`config.mk`:
```
export PLATFORM = sky130hd
export DESIGN_NAME = pwm_stage
export DESIGN_NICKNAME = d
export VERILOG_FILES = /design/src/rtl/pwm_stage_pkg.sv /design/src/rtl/pwm_duty_shadow.sv /design/src/rtl/pwm_stage.sv
export SDC_FILE = /design/constraint.sdc
export NUM_CORES = 1
export LEC_CHECK = 0
export BUFFER_PORTS_ARGS = -buffer_cell sky130_fd_sc_hd__buf_2
export CORE_ASPECT_RATIO = 0.8
export CORE_MARGIN = 2
export CORE_UTILIZATION = 37
export DETAILED_ROUTE_END_ITERATION = 16
export HOLD_SLACK_MARGIN = 0.08
export REMOVE_ABC_BUFFERS = 1
export SLEW_MARGIN = 0
export SYNTH_ARGS = -nofsm -noshare
export SYNTH_HDL_FRONTEND = slang
export SYNTH_SLANG_ARGS = --single-unit
```
`constraint.sdc`:
```
create_clock -name clk -period 1.6 [get_ports clk]
set_input_delay 0.08 -clock clk [delete_from_list [all_inputs] [get_ports clk]]
set_output_delay 0.08 -clock clk [all_outputs]
set_load 0.005 [all_outputs]
```
`src/rtl/pwm_stage_pkg.sv`:
```
// Shared types and constants for the PWM stage: FSM state encoding and widths.
package pwm_stage_pkg;

  localparam int CNT_W = 4;
  localparam logic [CNT_W-1:0] MAX_COUNT = 4'hF;
  localparam int PER_W = 8;

  typedef enum logic [1:0] {
    IDLE = 2'd0,
    RUN  = 2'd1,
    PEND = 2'd2
  } pwm_state_e;

endpackage

```
`src/rtl/pwm_duty_shadow.sv`:
```
// Duty handshake plus shadow register: decides when an accepted duty value
// reaches duty_active, either directly or deferred to the next period boundary.
module pwm_duty_shadow
  import pwm_stage_pkg::*;
(
  input  logic             clk,
  input  logic             rst,
  input  pwm_state_e       state,
  input  logic             enable,
  input  logic             boundary,
  input  logic [CNT_W-1:0] duty_in,
  input  logic             duty_valid,
  output logic             duty_ready,
  output logic             transfer,
  output logic [CNT_W-1:0] duty_active
);

  logic [CNT_W-1:0] shadow;

  // valid/ready: a value is accepted on a rising clk edge where duty_valid
  // and duty_ready are both high; ready drops only while a value is pending.
  assign duty_ready = (state != PEND);
  assign transfer   = duty_valid && duty_ready;

  always_ff @(posedge clk) begin
    if (!rst) begin
      duty_active <= '0;
      shadow      <= '0;
    end else begin
      case (state)
        IDLE: if (transfer) duty_active <= duty_in;
        RUN: begin
          // A transfer that coincides with a boundary or a stop needs no deferral.
          if (transfer) begin
            if (boundary || !enable) duty_active <= duty_in;
            else                     shadow      <= duty_in;
          end
        end
        PEND: if (boundary || !enable) duty_active <= shadow;
        default: ;
      endcase
    end
  end

endmodule

```
`src/rtl/pwm_stage.sv`:
```
// PWM stage: comparator, IDLE/RUN/PEND FSM and period tracking against an
// external count. Define PWM_PERIOD_CNT_EN to add the saturating periods counter.
module pwm_stage
  import pwm_stage_pkg::*;
(
  input  logic             clk,
  input  logic             rst,
  input  logic [CNT_W-1:0] count,
  input  logic             enable,
  input  logic [CNT_W-1:0] duty_in,
  input  logic             duty_valid,
  output logic             duty_ready,
  output logic [CNT_W-1:0] duty_active,
  output logic             pwm_out,
  output logic             period_done,
`ifdef PWM_PERIOD_CNT_EN
  output logic [PER_W-1:0] periods,
`endif
  output pwm_state_e       state_dbg
);

  pwm_state_e state;
  logic       boundary;
  logic       transfer;

  assign state_dbg = state;
  // Only count==MAX marks a boundary; upstream reloads may shorten the period.
  assign boundary  = (state != IDLE) && (count == MAX_COUNT);

  pwm_duty_shadow u_duty (
    .clk         (clk),
    .rst         (rst),
    .state       (state),
    .enable      (enable),
    .boundary    (boundary),
    .duty_in     (duty_in),
    .duty_valid  (duty_valid),
    .duty_ready  (duty_ready),
    .transfer    (transfer),
    .duty_active (duty_active)
  );

  always_ff @(posedge clk) begin
    if (!rst) begin
      state       <= IDLE;
      pwm_out     <= 1'b0;
      period_done <= 1'b0;
    end else begin
      pwm_out     <= (state != IDLE) && (count < duty_active);
      period_done <= boundary;
      case (state)
        IDLE: if (enable) state <= RUN;
        RUN: begin
          if (!enable)                     state <= IDLE;
          else if (transfer && !boundary)  state <= PEND;
        end
        PEND: begin
          if (!enable)       state <= IDLE;
          else if (boundary) state <= RUN;
        end
        default: state <= IDLE;
      endcase
    end
  end

`ifdef PWM_PERIOD_CNT_EN
  always_ff @(posedge clk) begin
    if (!rst)                                periods <= '0;
    else if (period_done && (periods != '1)) periods <= periods + 1'b1;
  end
`endif

endmodule

```
======== After elaboration in Yosys (flattened, before gate mapping) ========
Index checks and enable logic that the tools add are counted.
word-level totals
  register bits after elaboration ......... 12
  bits of input ports ..................... 12
  output and inout bits ................... 9
  word-level logic and storage cells ...... 42
cells by class
  order comparisons ....................... 1
  equality and inequality tests ........... 11
  multiplexer cells ....................... 11
  bitwise operators ....................... 1
  reductions and logical operators ........ 13
operator list
  operator                                                         count
  4-bit 2-to-1 mux                                                 4
  4-bit one-hot mux with 3 select lines                            1
  2-bit 2-to-1 mux                                                 5
  2-bit != test, second input constant                             4
  3-bit != test, second input constant                             2
  2-bit one-hot mux with 3 select lines                            1
  3-bit AND reduction                                              2
  5-bit AND reduction                                              1
  4-bit == test, second input constant                             1
  1-bit logical AND                                                4
  4-bit less-than comparator                                       1
  2-bit by 1-bit != test with 1-bit output, second input constant  2
  3-bit nonzero test                                               1
  2-bit by 1-bit == test with 1-bit output, second input constant  1
  2-bit == test, second input constant                             1
  1-bit logical NOT                                                2
  2-bit logical NOT                                                1
  2-bit nonzero test                                               1
  1-bit logical OR                                                 1
  1-bit inverter                                                   1

======== Depth between registers and ports, before layout ========
  depth after elaboration ................. 7
  gate-level depth with buffers ........... 5
  mapped depth without buffers ............ 5

======== By module ========
From an unflattened synthesis, not the netlist that was laid out.
second synthesis, totals
  cell total of the unflattened synthesis .. 70
  area, all modules ....................... 676.9 µm²
modules (own cells, without submodules)
  module           times used  cells each  area an instance (µm²)
  pwm_duty_shadow  1           43          430.4
  pwm_stage        1           27          246.5

======== Worst setup path before layout ========
OpenSTA, ideal clock, no wires.
  kind .................................... register to register
  start ................................... reg state[1], in the netlist state_dbg[1]
  end ..................................... reg u_duty.shadow[0]
  arrival time ............................ 1,125 ps
  slack ................................... 361 ps
  cell stages (with the launch flop) ...... 6
  clock period less this slack ............ 1,239 ps
  path through ............................ dfxtp_1 nand3b_4 or3b_1 buf_6 nand3_2 o21ai_2
between the ends
  cells in the longest elaborated chain, start to end .. 5
  elaborated cells on any way between the ends .. 8
  those cells by class .................... 2 x eq/ne; 1 x bitwise; 5 x reduce/logical
ends and longest elaborated chain
  element                          RTL line               source
  start, declared                  pwm_stage.sv:22        pwm_state_e state;
  start signal, assigned           pwm_stage.sv:45        state <= IDLE;
  start signal, assigned           pwm_stage.sv:52        IDLE: if (enable) state <= RUN;
  start signal, assigned           pwm_stage.sv:54        if (!enable) state <= IDLE;
  2-bit nonzero test               pwm_stage.sv:28        assign boundary = (state != IDLE) && (count == MAX_COUNT);
  1-bit logical AND                pwm_stage.sv:28
  1-bit logical OR                 pwm_duty_shadow.sv:35  if (boundary || !enable) duty_active <= duty_in;
  1-bit inverter (no line)         -
  3-bit AND reduction (no line) *  -
  end signal, assigned             pwm_duty_shadow.sv:36  else shadow <= duty_in;
  end, declared                    pwm_duty_shadow.sv:18  logic [CNT_W-1:0] shadow;
Mark *: on every way between the ends. The rest lies on a longest branch, timed or not.
A chain may end at the register's enable or synchronous reset.

======== Worst setup path in the final report ========
Ends and elaborated chain as after synthesis.

==> out/qor.yml <==
outcome: "finished, final reports clean"
grt_pass1_vias: 479
ant_nets: 0
cts_buffer_depth: 2
fp.coreArea_um2: 1643
drc_errors: 0
grt_overflow: 0
endpoint_kind: "flop"
r2r_slack_ns: 0.17
drt_iter0_markers: 5
power_density_nw_per_um2: 736.9
rsz0062_at_grt: "false"
cts_tree: "yes"
setup_viol: 0
ir_worst_vdd_uv: 655.9
rows: 13
reg2reg_from: "state_dbg[1]$_SDFFE_PN0P_"
relSlewSlack: 0.7212
post-route-period-util: 0.8934
post_cts.repair.setup_buffers: 0
io_pins: 21
fin_crit_ns: 1.429
drive_above_1_share: 0.3913
place.gp.congestion: 0.7056
start_kind: "flop"
path_cells: "nand3b_4 > or3b_1 > nand3_2 > o21ai_2"
synth_edf_count: 0
yosys_warnings: 0
ys_seq_area_frac: 0.3678
fin_skew_ns: 0.005057
avgSynthCellArea_um2: 9.896
die_w_um: 50.98
cpMaxStageDelayCell: "or3b_1"
antenna_found_initial: 0
worst_ep_required_time_ns: 1.74
maxCapViolations: 0
clk_latency_ns: 0.26
criticalPathCategory: "reg2reg"
max_freq_mhz: 699.6
via_per_inst: 4.789
cp-endpoint: "u_duty.shadow[0]$_SDFFE_PN0P_"
path_max_fanout: 8
layout_common_cells: "20 x buf_2, 12 x dfxtp_1, 10 x nand2_1"
ys.flop_type: "dfxtp_1"
areaGrowthSynthToFinish_pct: 28.16
grt_pass1_wl_um: 2070
io_buffers: 20
path_clk_slew_ns: 0.07
synth-seq-cells: 12
reg2reg_to: "u_duty.shadow[0]$_SDFFE_PN0P_"
cts.htree.levels: 1
n_antenna_cell: 0
crit_arrival_ns: 1.57
p_leak_uw: 0.0004489
hold_viol_final: 0
max_stage_delay_ns: 0.55
grt.total_usage: 0.1311
hold_path_class: "in2reg"
fin_nets: 109
worst-slew-pin-transition_ns: 0.4182
stdcell_count: 114
numClockSinks: 12
synthDistinctLibCells: 25
die-area_um2: 2120
fin_setup_tns_ns: 0
wirelength_um: 1208
dp.cells: 106
cts-root-buf: "clkbuf_4"
r2r_cells: 4
via_count: 546
wl_per_cell_um: 10.60
netlist_area_um2: 653.1
power.total_uw: 616.8
syn_inst: 66
die_h_um: 41.58
grt_max_degree: 16
post_cts_resized: 0
firstDrtPassIters: 4
post-dp-hpwl_um: 931.8
synthArstFlopShare: 0
cp-startpoint: "state_dbg[1]$_SDFFE_PN0P_"
layout_commonest_cell: "buf_2"
slew_violations: 0
cts_made_buffers: 3
fillers: 161
start_util: 0.3976
[stage by stage]
stage / worst slack, ns / cell area (um^2) / hold slack [ns] / utilization
final: 0.1705 / 837.1 / 0.1492 / 0.5095
after global routing: 0.04641 / 837.1 / 0.1702 / 0.5095
after CTS: 0.1552 / 837.1 / 0.1449 / 0.5095
after detailed placement: 0.1748 / 764.5 / 0.3465 / 0.4653
after global placement: 0.1887 / 764.5 / 0.3436 / 0.4653
after floorplan: 0.2638 / 629.4 / 0.2054 / -
[worst max-delay path: cells and delay by family, from the launching register on]
kind             cells  cell delay, ns
AO/OA/AOI/OAI        1            0.06
flip-flops           1            0.37
AND/OR/NAND/NOR      3            0.88
[how the worst min path moves through the flow]
stage | cells past startpoint | start | slack [ns] | endpoint
finish | 3 | duty_valid | 0.15 | state_dbg[0]$_SDFFE_PN0P_
global route | 3 | duty_valid | 0.17 | state_dbg[0]$_SDFFE_PN0P_
CTS | 3 | duty_valid | 0.14 | state_dbg[0]$_SDFFE_PN0P_
detailed placement | 3 | duty_in[3] | 0.35 | u_duty.shadow[3]$_SDFFE_PN0P_
global placement | 3 | duty_in[3] | 0.34 | u_duty.shadow[3]$_SDFFE_PN0P_
floorplan | 2 | enable | 0.21 | state_dbg[0]$_SDFFE_PN0P_
[final cells by class]
| class | count | area (um^2) | share of cell area |
|---|---|---|---|
| Clock buffer | 3 | 22.52 | 0.02691 |
| Inverter | 5 | 18.77 | 0.02242 |
| Multi-Input combinational cell | 46 | 370.4 | 0.4425 |
| Sequential cell | 12 | 240.2 | 0.2870 |
| Tap cell | 22 | 27.53 | 0.03288 |
| Timing Repair Buffer | 26 | 157.7 | 0.1883 |
[metal layers]
metal | routed length, um | share of wire | GRT usage
met3 | 71 | 0.059 | 0.06475
met1 | 565 | 0.47 | 0.1596
met2 | 571 | 0.47 | 0.2052
met5 | 0 | 0 | 0
met4 | 0 | 0 | 0.03243
[cell usage after synthesis (2+ instances only)]
library cell	instances	share of area
ha_1	3	0.057
nor2_1	2	0.011
mux2i_1	4	0.061
nand3_2	4	0.061
nand2b_1	2	0.019
inv_1	4	0.023
nand2_1	10	0.057
o21ai_2	4	0.054
dfxtp_1	12	0.37
o21ai_0	3	0.023
o211a_1	4	0.061
[sequential cells by signal, summed over array words and instances (netlist names)]
name	cells
u_duty.duty_active	4
u_duty.shadow	4
period_done	1
state_dbg	2
pwm_out	1
[logic make-up (layout without fill, tap and decap cells)]
group / Yosys count / count (layout) / synth area share
AOI/OAI and AO/OA: 16 / 16 / 0.2146
and+or+nand+nor: 23 / 23 / 0.2337
muxes: 4 / 4 / 0.06131
DFF: 12 / 12 / 0.3678
adders and majority gates: 3 / 3 / 0.05748
buffers and inverters: 8 / 34 / 0.06512
[where the power goes]
| group | internal, uW | leakage (uW) | switching (uW) | total (uW) |
|---|---|---|---|---|
| combinational | 59.5 | 0.000337 | 55.9 | 115 |
| clock | 86.9 | 0.0000138 | 89.5 | 176 |
| sequential | 313 | 0.0000982 | 11.7 | 325 |
| total | 460 | 0.000449 | 157 | 617 |
[what timing repair did]
| item | in CTS | in global routing |
|---|---|---|
| hold buffers | 5 | 0 |
| hold endpoints to repair | 5 | 0 |
| endpoints found under the setup margin | 0 | 0 |
(Power assumes the default switching activity.)
